<file path="src/rtl/regfile_wb_pkg.sv">
// Shared types for the register file writeback queue.
// The entry struct is sized from the default widths. If the top-level width
// parameters are overridden, these defaults must be changed to match.
package regfile_wb_pkg;

    localparam int DEFAULT_DATA_WIDTH = 32;
    localparam int DEFAULT_ADDR_WIDTH = 5;
    localparam int BE_WIDTH           = DEFAULT_DATA_WIDTH / 8;

    typedef struct packed {
        logic [DEFAULT_ADDR_WIDTH-1:0] addr;
        logic [DEFAULT_DATA_WIDTH-1:0] data;
        logic [BE_WIDTH-1:0]           be;
    } wb_entry_t;

endpackage

</file>
<file path="src/rtl/regfile_wb_fifo.sv">
// In-order FIFO of writeback entries.
// Besides the head, it exports every slot in age order (index 0 = oldest)
// with a valid bit, so the top level can run hazard and forwarding compares.
module regfile_wb_fifo
    import regfile_wb_pkg::*;
#(
    parameter int DEPTH = 4
) (
    input  logic      clk,
    input  logic      rst,
    input  logic      push,
    input  logic      pop,
    input  wb_entry_t push_entry,
    output wb_entry_t head,
    output logic      full,
    output logic      empty,
    output wb_entry_t entries [DEPTH],
    output logic [DEPTH-1:0] entry_valid
);

    localparam int PTR_W = $clog2(DEPTH);

    wb_entry_t        mem [DEPTH];
    logic [PTR_W-1:0] wr_ptr;
    logic [PTR_W-1:0] rd_ptr;
    logic [PTR_W:0]   count;
    logic             do_push;
    logic             do_pop;

    assign full    = (count == (PTR_W+1)'(DEPTH));
    assign empty   = (count == '0);
    assign do_pop  = pop && !empty;
    assign do_push = push && (!full || do_pop);
    assign head    = mem[rd_ptr];

    // Pointer and occupancy bookkeeping; pointers wrap modulo DEPTH.
    always_ff @(posedge clk or posedge rst) begin
        if (rst) begin
            wr_ptr <= '0;
            rd_ptr <= '0;
            count  <= '0;
        end else begin
            if (do_push) wr_ptr <= wr_ptr + PTR_W'(1);
            if (do_pop)  rd_ptr <= rd_ptr + PTR_W'(1);
            if (do_push && !do_pop)      count <= count + (PTR_W+1)'(1);
            else if (do_pop && !do_push) count <= count - (PTR_W+1)'(1);
        end
    end

    // Entry storage; contents are qualified by count, so no reset is needed.
    always_ff @(posedge clk) begin
        if (do_push) mem[wr_ptr] <= push_entry;
    end

    // Age-ordered view of the slots for the hazard and forwarding logic.
    always_comb begin
        for (int k = 0; k < DEPTH; k++) begin
            entries[k]     = mem[rd_ptr + PTR_W'(k)];
            entry_valid[k] = ((PTR_W+1)'(k) < count);
        end
    end

endmodule

</file>
<file path="src/rtl/regfile_wb_queue.sv">
// Writeback queue in front of the register file write port.
// Requests to register 0 or with no byte enables complete the handshake but
// are dropped. Accepted writes drain one per cycle into registered Rd_* outputs.
// Optional macro REGFILE_WB_FWD_EN adds the q_data/q_be forwarding outputs.
module regfile_wb_queue
    import regfile_wb_pkg::*;
#(
    parameter int DATA_WIDTH = DEFAULT_DATA_WIDTH,
    parameter int ADDR_WIDTH = DEFAULT_ADDR_WIDTH,
    parameter int DEPTH      = 4
) (
    input  logic                    clk,
    input  logic                    rst,
    input  logic                    wb_valid,
    output logic                    wb_ready,
    input  logic [ADDR_WIDTH-1:0]   wb_addr,
    input  logic [DATA_WIDTH-1:0]   wb_data,
    input  logic [DATA_WIDTH/8-1:0] wb_be,
    output logic [ADDR_WIDTH-1:0]   Rd_addr,
    output logic [DATA_WIDTH-1:0]   Rd_in,
    output logic [DATA_WIDTH/8-1:0] Rd_Byte_w_en,
    input  logic [ADDR_WIDTH-1:0]   q_addr,
    output logic                    q_hit,
    output logic                    empty
`ifdef REGFILE_WB_FWD_EN
    ,
    output logic [DATA_WIDTH-1:0]   q_data,
    output logic [DATA_WIDTH/8-1:0] q_be
`endif
);

    wb_entry_t        push_entry;
    wb_entry_t        head;
    wb_entry_t        fifo_entries [DEPTH];
    logic [DEPTH-1:0] fifo_valid;
    logic             fifo_full;
    logic             fifo_empty;
    logic             filtered;
    logic             push;
    logic             out_active;

    assign wb_ready   = !fifo_full;
    assign filtered   = (wb_addr == '0) || (wb_be == '0);
    assign push       = wb_valid && wb_ready && !filtered;
    assign push_entry = '{addr: wb_addr, data: wb_data, be: wb_be};
    assign out_active = (Rd_Byte_w_en != '0);
    assign empty      = fifo_empty && !out_active;

    regfile_wb_fifo #(.DEPTH(DEPTH)) u_fifo (
        .clk        (clk),
        .rst        (rst),
        .push       (push),
        .pop        (!fifo_empty),
        .push_entry (push_entry),
        .head       (head),
        .full       (fifo_full),
        .empty      (fifo_empty),
        .entries    (fifo_entries),
        .entry_valid(fifo_valid)
    );

    // Output stage: present the head for one cycle, otherwise drop the enables.
    always_ff @(posedge clk or posedge rst) begin
        if (rst) begin
            Rd_addr      <= '0;
            Rd_in        <= '0;
            Rd_Byte_w_en <= '0;
        end else if (!fifo_empty) begin
            Rd_addr      <= head.addr;
            Rd_in        <= head.data;
            Rd_Byte_w_en <= head.be;
        end else begin
            Rd_Byte_w_en <= '0;
        end
    end

    // RAW hazard flag over queued entries and the live output stage.
    always_comb begin
        q_hit = 1'b0;
        if (q_addr != '0) begin
            for (int k = 0; k < DEPTH; k++) begin
                if (fifo_valid[k] && fifo_entries[k].addr == q_addr) q_hit = 1'b1;
            end
            if (out_active && Rd_addr == q_addr) q_hit = 1'b1;
        end
    end

`ifdef REGFILE_WB_FWD_EN
    // Per-lane merge applied oldest first so that younger sources overwrite.
    always_comb begin
        q_data = '0;
        q_be   = '0;
        if (q_addr != '0) begin
            if (out_active && Rd_addr == q_addr) begin
                for (int b = 0; b < DATA_WIDTH/8; b++) begin
                    if (Rd_Byte_w_en[b]) begin
                        q_data[8*b +: 8] = Rd_in[8*b +: 8];
                        q_be[b]          = 1'b1;
                    end
                end
            end
            for (int k = 0; k < DEPTH; k++) begin
                if (fifo_valid[k] && fifo_entries[k].addr == q_addr) begin
                    for (int b = 0; b < DATA_WIDTH/8; b++) begin
                        if (fifo_entries[k].be[b]) begin
                            q_data[8*b +: 8] = fifo_entries[k].data[8*b +: 8];
                            q_be[b]          = 1'b1;
                        end
                    end
                end
            end
        end
    end
`endif

endmodule

</file>
<file path="config.mk">
export PLATFORM = sky130hd
export DESIGN_NAME = regfile_wb_queue
export DESIGN_NICKNAME = d
export VERILOG_FILES = /design/src/rtl/regfile_wb_pkg.sv /design/src/rtl/regfile_wb_fifo.sv /design/src/rtl/regfile_wb_queue.sv
export SDC_FILE = /design/constraint.sdc
export NUM_CORES = 1
export LEC_CHECK = 0
export BUFFER_PORTS_ARGS = -buffer_cell sky130_fd_sc_hd__buf_2
export CORE_MARGIN = 1.5
export CORE_UTILIZATION = 58
export DETAILED_ROUTE_END_ITERATION = 8
export GPL_ROUTABILITY_DRIVEN = 0
export GPL_TIMING_DRIVEN = 0
export MAX_ROUTING_LAYER = met4
export PLACE_DENSITY = 0.82
export SLEW_MARGIN = 20
export SYNTH_ARGS = -nofsm -noshare
export SYNTH_HDL_FRONTEND = slang
export SYNTH_SLANG_ARGS = --single-unit
</file>
<file path="constraint.sdc">
create_clock -name clk -period 3.3 [get_ports clk]
set_clock_uncertainty 0.15 [all_clocks]
set_input_delay 0.66 -clock clk [delete_from_list [all_inputs] [get_ports clk]]
set_output_delay 0.66 -clock clk [all_outputs]
set_load 0.01 [all_outputs]
</file>
-- Word level (Yosys, flattened, before mapping)
Memory sizes are Yosys's and may differ from the RTL's.
Cells that the tools add are included.
- output and inout port bits: 44
- input port bits: 49
- memories: 1
- register bits after elaboration: 48
- word-level logic and storage cells: 58
- RAM bits: 164
- memories (memory ; depth ; bits a word ; rd ports ; clocked after memory_dff ; write ports ; line ; source):
    u_fifo.mem ; 4 ; 41 ; 4 ; 0 ; 1 ; regfile_wb_fifo.sv:23 ; wb_entry_t mem [DEPTH];
- mux-type cells: 11
- $add $sub $neg: 6
- equality and inequality tests: 6
- reduce and logical (&&, ||, !) cells: 24
- magnitude comparators: 4
- operators by type and width (kind ; count):
    $eq 5x5->1 ; 5
    $logic_and 1x1->1 ; 11
    $mux 1 ; 8
    $lt 1x3->1 const A ; 2
    $lt 2x3->1 const A ; 2
    $mux 3 ; 2
    $logic_not 1->1 ; 5
    $logic_not 5->1 ; 1
    $reduce_bool 5->1 ; 1
    $add 2x1->2 const B ; 2
    $add 2x2->2 const B ; 2
    $logic_not 4->1 ; 1
    $mux 4 ; 1
    $reduce_bool 4->1 ; 1
    $add 3x1->3 const B ; 1
    $eq 3x3->1 const B ; 1
    $logic_not 3->1 ; 1
    $sub 3x1->3 const B ; 1
    $logic_or 1x1->1 ; 2
    $reduce_bool 2->1 ; 1

-- Logic depth before layout (Yosys ltp)
- depth in word-level cells: 9
- gate-level depth with buffers: 10
- gate-level depth less buffers: 9

-- Modules after synthesis
From an unflattened synthesis, not the netlist that was laid out.
- cell total of the unflattened synthesis: 593
- area total of the unflattened synthesis: 11666.2 sq um
- modules (own cells, without submodules) (module ; area each (sq um) ; times used ; sequential area each (sq um) ; cells an instance):
    regfile_wb_fifo ; 9753.1 ; 1 ; 5099.9 ; 454
    regfile_wb_queue ; 1913.1 ; 1 ; 1026.0 ; 139

-- Worst setup path before layout
OpenSTA, ideal clock, no wires.
- path kind: register to register
- from: reg u_fifo.count[0]
- to: mem u_fifo.mem[0][0] (netlist bit) (enable)
- setup slack: 0.429 ns
- cell stages (with the launch flop): 7
- library setup time: 0.402 ns
- clock period less this slack: 2.871 ns
- arrival time: 2.319 ns
- path buffers: 0
- data required time: 2.748 ns
- cell sequence: dfrtp_1 > inv_1 > ha_1 > nand2_1 > nand3_1 > a21oi_1 > and2_1
- word-level cells in the longest chain between the ends: 7
- elaborated cells between the ends (all ways): 10
- classes of those cells: eq/ne: 1; mux: 2; reduce/logical: 7
- ends and longest elaborated chain (what ; line ; source):
    from (decl) ; regfile_wb_fifo.sv:26 ; logic [PTR_W:0] count;
    from (signal assigned) ; regfile_wb_fifo.sv:45 ; if (do_push && !do_pop) count <= count + (PTR_W+1)'(1);
    from (signal assigned) ; regfile_wb_fifo.sv:46 ; else if (do_pop && !do_push) count <= count - (PTR_W+1)'(1);
    $eq 3x3->1 * ; regfile_wb_fifo.sv:30 ; assign full = (count == (PTR_W+1)'(DEPTH));
    $logic_not 1->1 * ; regfile_wb_queue.sv:42 ; assign wb_ready = !fifo_full;
    net wb_ready ; regfile_wb_queue.sv:15 ; output logic wb_ready,
    $logic_and 1x1->1 (2 in a row) ; regfile_wb_queue.sv:44 ; assign push = wb_valid && wb_ready && !filtered;
    $logic_and 1x1->1 * ; regfile_wb_fifo.sv:33 ; assign do_push = push && (!full || do_pop);
    net u_fifo.do_push ; regfile_wb_fifo.sv:27 ; logic do_push;
    $mux 1 * ; regfile_wb_fifo.sv:52 ; if (do_push) mem[wr_ptr] <= push_entry;
    $mux 1 (implied by the code) * ; regfile_wb_fifo.sv:52 ;
    to (decl) ; regfile_wb_fifo.sv:23 ;
Mark *: on every way through the listed nets, which the timed path passes. The rest lies on a longest branch.

-- Worst setup path after layout
- from: reg u_fifo.rd_ptr[0]
- to: out q_hit
- word-level cells in the longest chain between the ends: 9
- elaborated cells between the ends (all ways): 18
- classes of those cells: add/sub: 3; eq/ne: 4; mux: 6; reduce/logical: 4; memory: 1
- ends and longest elaborated chain (what ; line ; source):
    from (decl) ; regfile_wb_fifo.sv:25 ; logic [PTR_W-1:0] rd_ptr;
    from (signal assigned) ; regfile_wb_fifo.sv:44 ; if (do_pop) rd_ptr <= rd_ptr + PTR_W'(1);
    $add 2x1->2 / $mem_v2 4x41 (equally long branches) ; -- ;
    $mem_v2 4x41 * ; -- ;
    $eq 5x5->1 / $logic_and 1x1->1 (equally long branches) ; regfile_wb_queue.sv:82 ; if (fifo_valid[k] && fifo_entries[k].addr == q_addr) q_hit = 1'b1;
    $logic_and 1x1->1 / $mux 1 (equally long branches) ; regfile_wb_queue.sv:82 ;
    $mux 1 (2 in a row) ; regfile_wb_queue.sv:82 ;
    $mux 1 * ; regfile_wb_queue.sv:82 ;
    $mux 1 * ; regfile_wb_queue.sv:84 ; if (out_active && Rd_addr == q_addr) q_hit = 1'b1;
    $mux 1 * ; regfile_wb_queue.sv:80 ; if (q_addr != '0) begin
    to (decl) ; regfile_wb_queue.sv:23 ; output logic q_hit,
Every way passes the cells marked *; elsewhere a longest branch is shown, timed or not.

==> qor.yml <==
outcome: "complete, but fails checks"
violations: "negative setup slack"
finalNetCount: 668
cts_buffers: 21
path_clk_slew_ps: 60
cts-root-buf: "clkbuf_16"
die_w_um: 125
synthSimpleGateAreaFrac: 0.0688
p_per_area_nw_per_um2: 948
synth_cell_types: 30
dr_total_vias: 4725
die_area_sq_um: 15600
postCtsHoldBufs: 0
drt-total-wl_mm: 17.1
drive_gt1_frac: 0.321
cts_tree: "built"
grt_pass1_wl_mm: 27.4
route.detailed.drc: 0
cp-end-kind: "output port"
yosys.area_share.xor_xnor: 0.0315
syn_inst: 492
synth_nets: 550
maxCapViolCount: 0
crit_arrival_ps: 2620
synth_fa_ha_area_frac: 0.0131
antenna_found_initial: 2
yosysSeqAreaShare: 0.711
fillers: 942
leakagePower_uw: 0.00387
slew_violations: 0
slew_headroom: 0.561
final_cell_mix: "edfxtp_1 (164), nand2_1 (115), buf_2 (93), mux4_2 (52), dfrtp_1 (47)"
syn_area_per_cell_sq_um: 17.5
io_pins: 93
grt_max_degree: 42
synth-edff-count: 164
ys_ff_latch: 212
synth_flop_cell: "edfxtp_1"
wire_per_inst_um: 21.2
vias_per_cell: 5.84
insertion_delay_ps: 490
drt_iter0_markers: 365
setup_violations: 1
yosysWarnings: 0
core_area_sq_um: 14500
synth_top_family_by_area: "multiplexers"
crit_required_ps: 2490
regToRegSetupSlack_ps: 360
cts_max_level: 1
setup_ws_ps: -129
holdCritPathClass: "primary input to asynchronous set/reset pin"
worstRegToRegCells: 7
netlist_area_sq_um: 8610
min_period_ps: 3430
max_freq_ghz: 0.292
final_common_cell: "edfxtp_1"
rsz0062_at_grt: "yes"
cts_sinks: 212
area_growth_pct: 17.1
synth-async-reset-ratio: 0.226
synthMuxAreaShare: 0.150
finalPower_uw: 9570
cp_max_fo: 9
detail-route-antenna-nets: 0
first_pass_iters: 5
final.setup.tns_ps: -129
ir_drop_mv: 0.527
grt_pass1_vias: 4988
start_util: 0.593
fp.dieH_um: 125
grt_usage: 0.236
r2r-start: "u_fifo.count[0]"
synth_compound_area_frac: 0.00639
dp_hpwl_mm: 10.6
grt-ovfl-total: 0
fin_crit_sh: 1.04
portBuffers: 87
hold_viol: 0
start_kind: "register"
row_count: 44
critical_path_class: "register to output port"
clockBufferDepth: 3
r2r-end: "u_fifo.mem[0][17]"
worst_slew_pin_slew_ps: 659
kinds of logic (layout without fill, tap and decap cells):
kind of cell | count (synthesis) | in the layout
DFF | 212 | 212
and+or+nand+nor | 142 | 142
other | 0 | 2
xor gates and xnor gates | 31 | 31
buffers and inverters | 32 | 163
muxes | 57 | 57
AOI/OAI and AO/OA | 9 | 9
adders and majority gates | 9 | 9
power by group:
| part | leakage, uW | switching (uW) | total [uW] | internal, uW |
|---|---|---|---|---|
| registers | 0.00207 | 328 | 3950 | 3620 |
| clock network | 0.000340 | 942 | 2390 | 1440 |
| logic | 0.00146 | 1730 | 3230 | 1500 |
| total | 0.00387 | 3000 | 9570 | 6570 |
state kept, by name, indices dropped and copies added (netlist names):
signal and flops:
Rd_Byte_w_en 4, Rd_addr 5, Rd_in 32, u_fifo.count 3
u_fifo.mem 164, u_fifo.rd_ptr 2, u_fifo.wr_ptr 2
through the flow:
stage	util	instance area, sq um	hold WS [ps]	std cells	setup slack (ps)
after global routing	0.694	10100	53.2	809	-268
after floorplan	-	8610	357	492	429
after CTS	0.693	10100	32.3	807	-133
final	0.694	10100	27.7	809	-129
after detailed placement	0.642	9330	300	765	229
after global placement	0.639	9280	295	763	-570
synth_stat cells (2+ instances only):
cell type / instances / area, sq um
nand2_1: 115 / 432
and2_1: 8 / 50.1
buf_4: 3 / 22.5
xor2_1: 21 / 184
xnor2_1: 10 / 87.6
o21ai_0: 2 / 10.0
a21oi_1: 4 / 20.0
mux4_2: 50 / 1130
clkbuf_1: 12 / 45.0
dfrtp_1: 48 / 1200
buf_2: 7 / 35.0
inv_1: 6 / 22.5
mux4_1: 6 / 158
or4_1: 3 / 22.5
nor3_1: 2 / 10.0
edfxtp_1: 164 / 4920
buf_6: 3 / 33.8
ha_1: 9 / 113
nand3_1: 2 / 10.0
nor2_1: 5 / 18.8
nor4_1: 3 / 18.8
timing repair:
| item | CTS | global route |
|---|---|---|
| hold endpoints to repair | 0 | 0 |
| setup buffers | 6 | 0 |
| pin swaps | 2 | 0 |
| setup endpoints to repair | 1 | 2 |
| gates resized for setup | 6 | 5 |
metal layers:
metal	global-route usage	share of wire
met5	-	0
met4	0.0622	0.020
met3	0.0339	0.063
met2	0.392	0.53
met1	0.312	0.39
cell type report:
type                            count  area [sq um]  area share
Buffer                             26           156      0.0155
Tap cell                          184           230      0.0228
Sequential cell                   212          6130       0.608
Clock buffer                       26           564      0.0560
Inverter                            6          22.5     0.00223
Timing Repair Buffer               95           520      0.0516
Antenna cell                        2          5.00    0.000496
Clock inverter                     10           125      0.0124
Multi-Input combinational cell    248          2330       0.231
critical path: stages, from the launching register on:
cell and delay [ps]:
dfrtp_2 410, buf_12 140, mux4_2 510, xor2_1 170, nor4_2 350, o211ai_1 150, and3_1 180, a21oi_2 100
buf_2 130
worst max-delay path by stage:
stage                startpoint                 to  slack (ps)  depth (start not counted)
2_1_floorplan   u_fifo.count[0]   u_fifo.mem[0][0]         430                          6
3_3_place_gp           wb_be[0]  u_fifo.mem[1][33]        -570                          5
3_5_place_dp   u_fifo.rd_ptr[0]              q_hit         230                          8
4_1_cts        u_fifo.rd_ptr[0]              q_hit        -130                          8
5_1_grt        u_fifo.rd_ptr[0]              q_hit        -270                          8
6_report       u_fifo.rd_ptr[0]              q_hit        -130                          8
(Power assumes the default switching activity.)
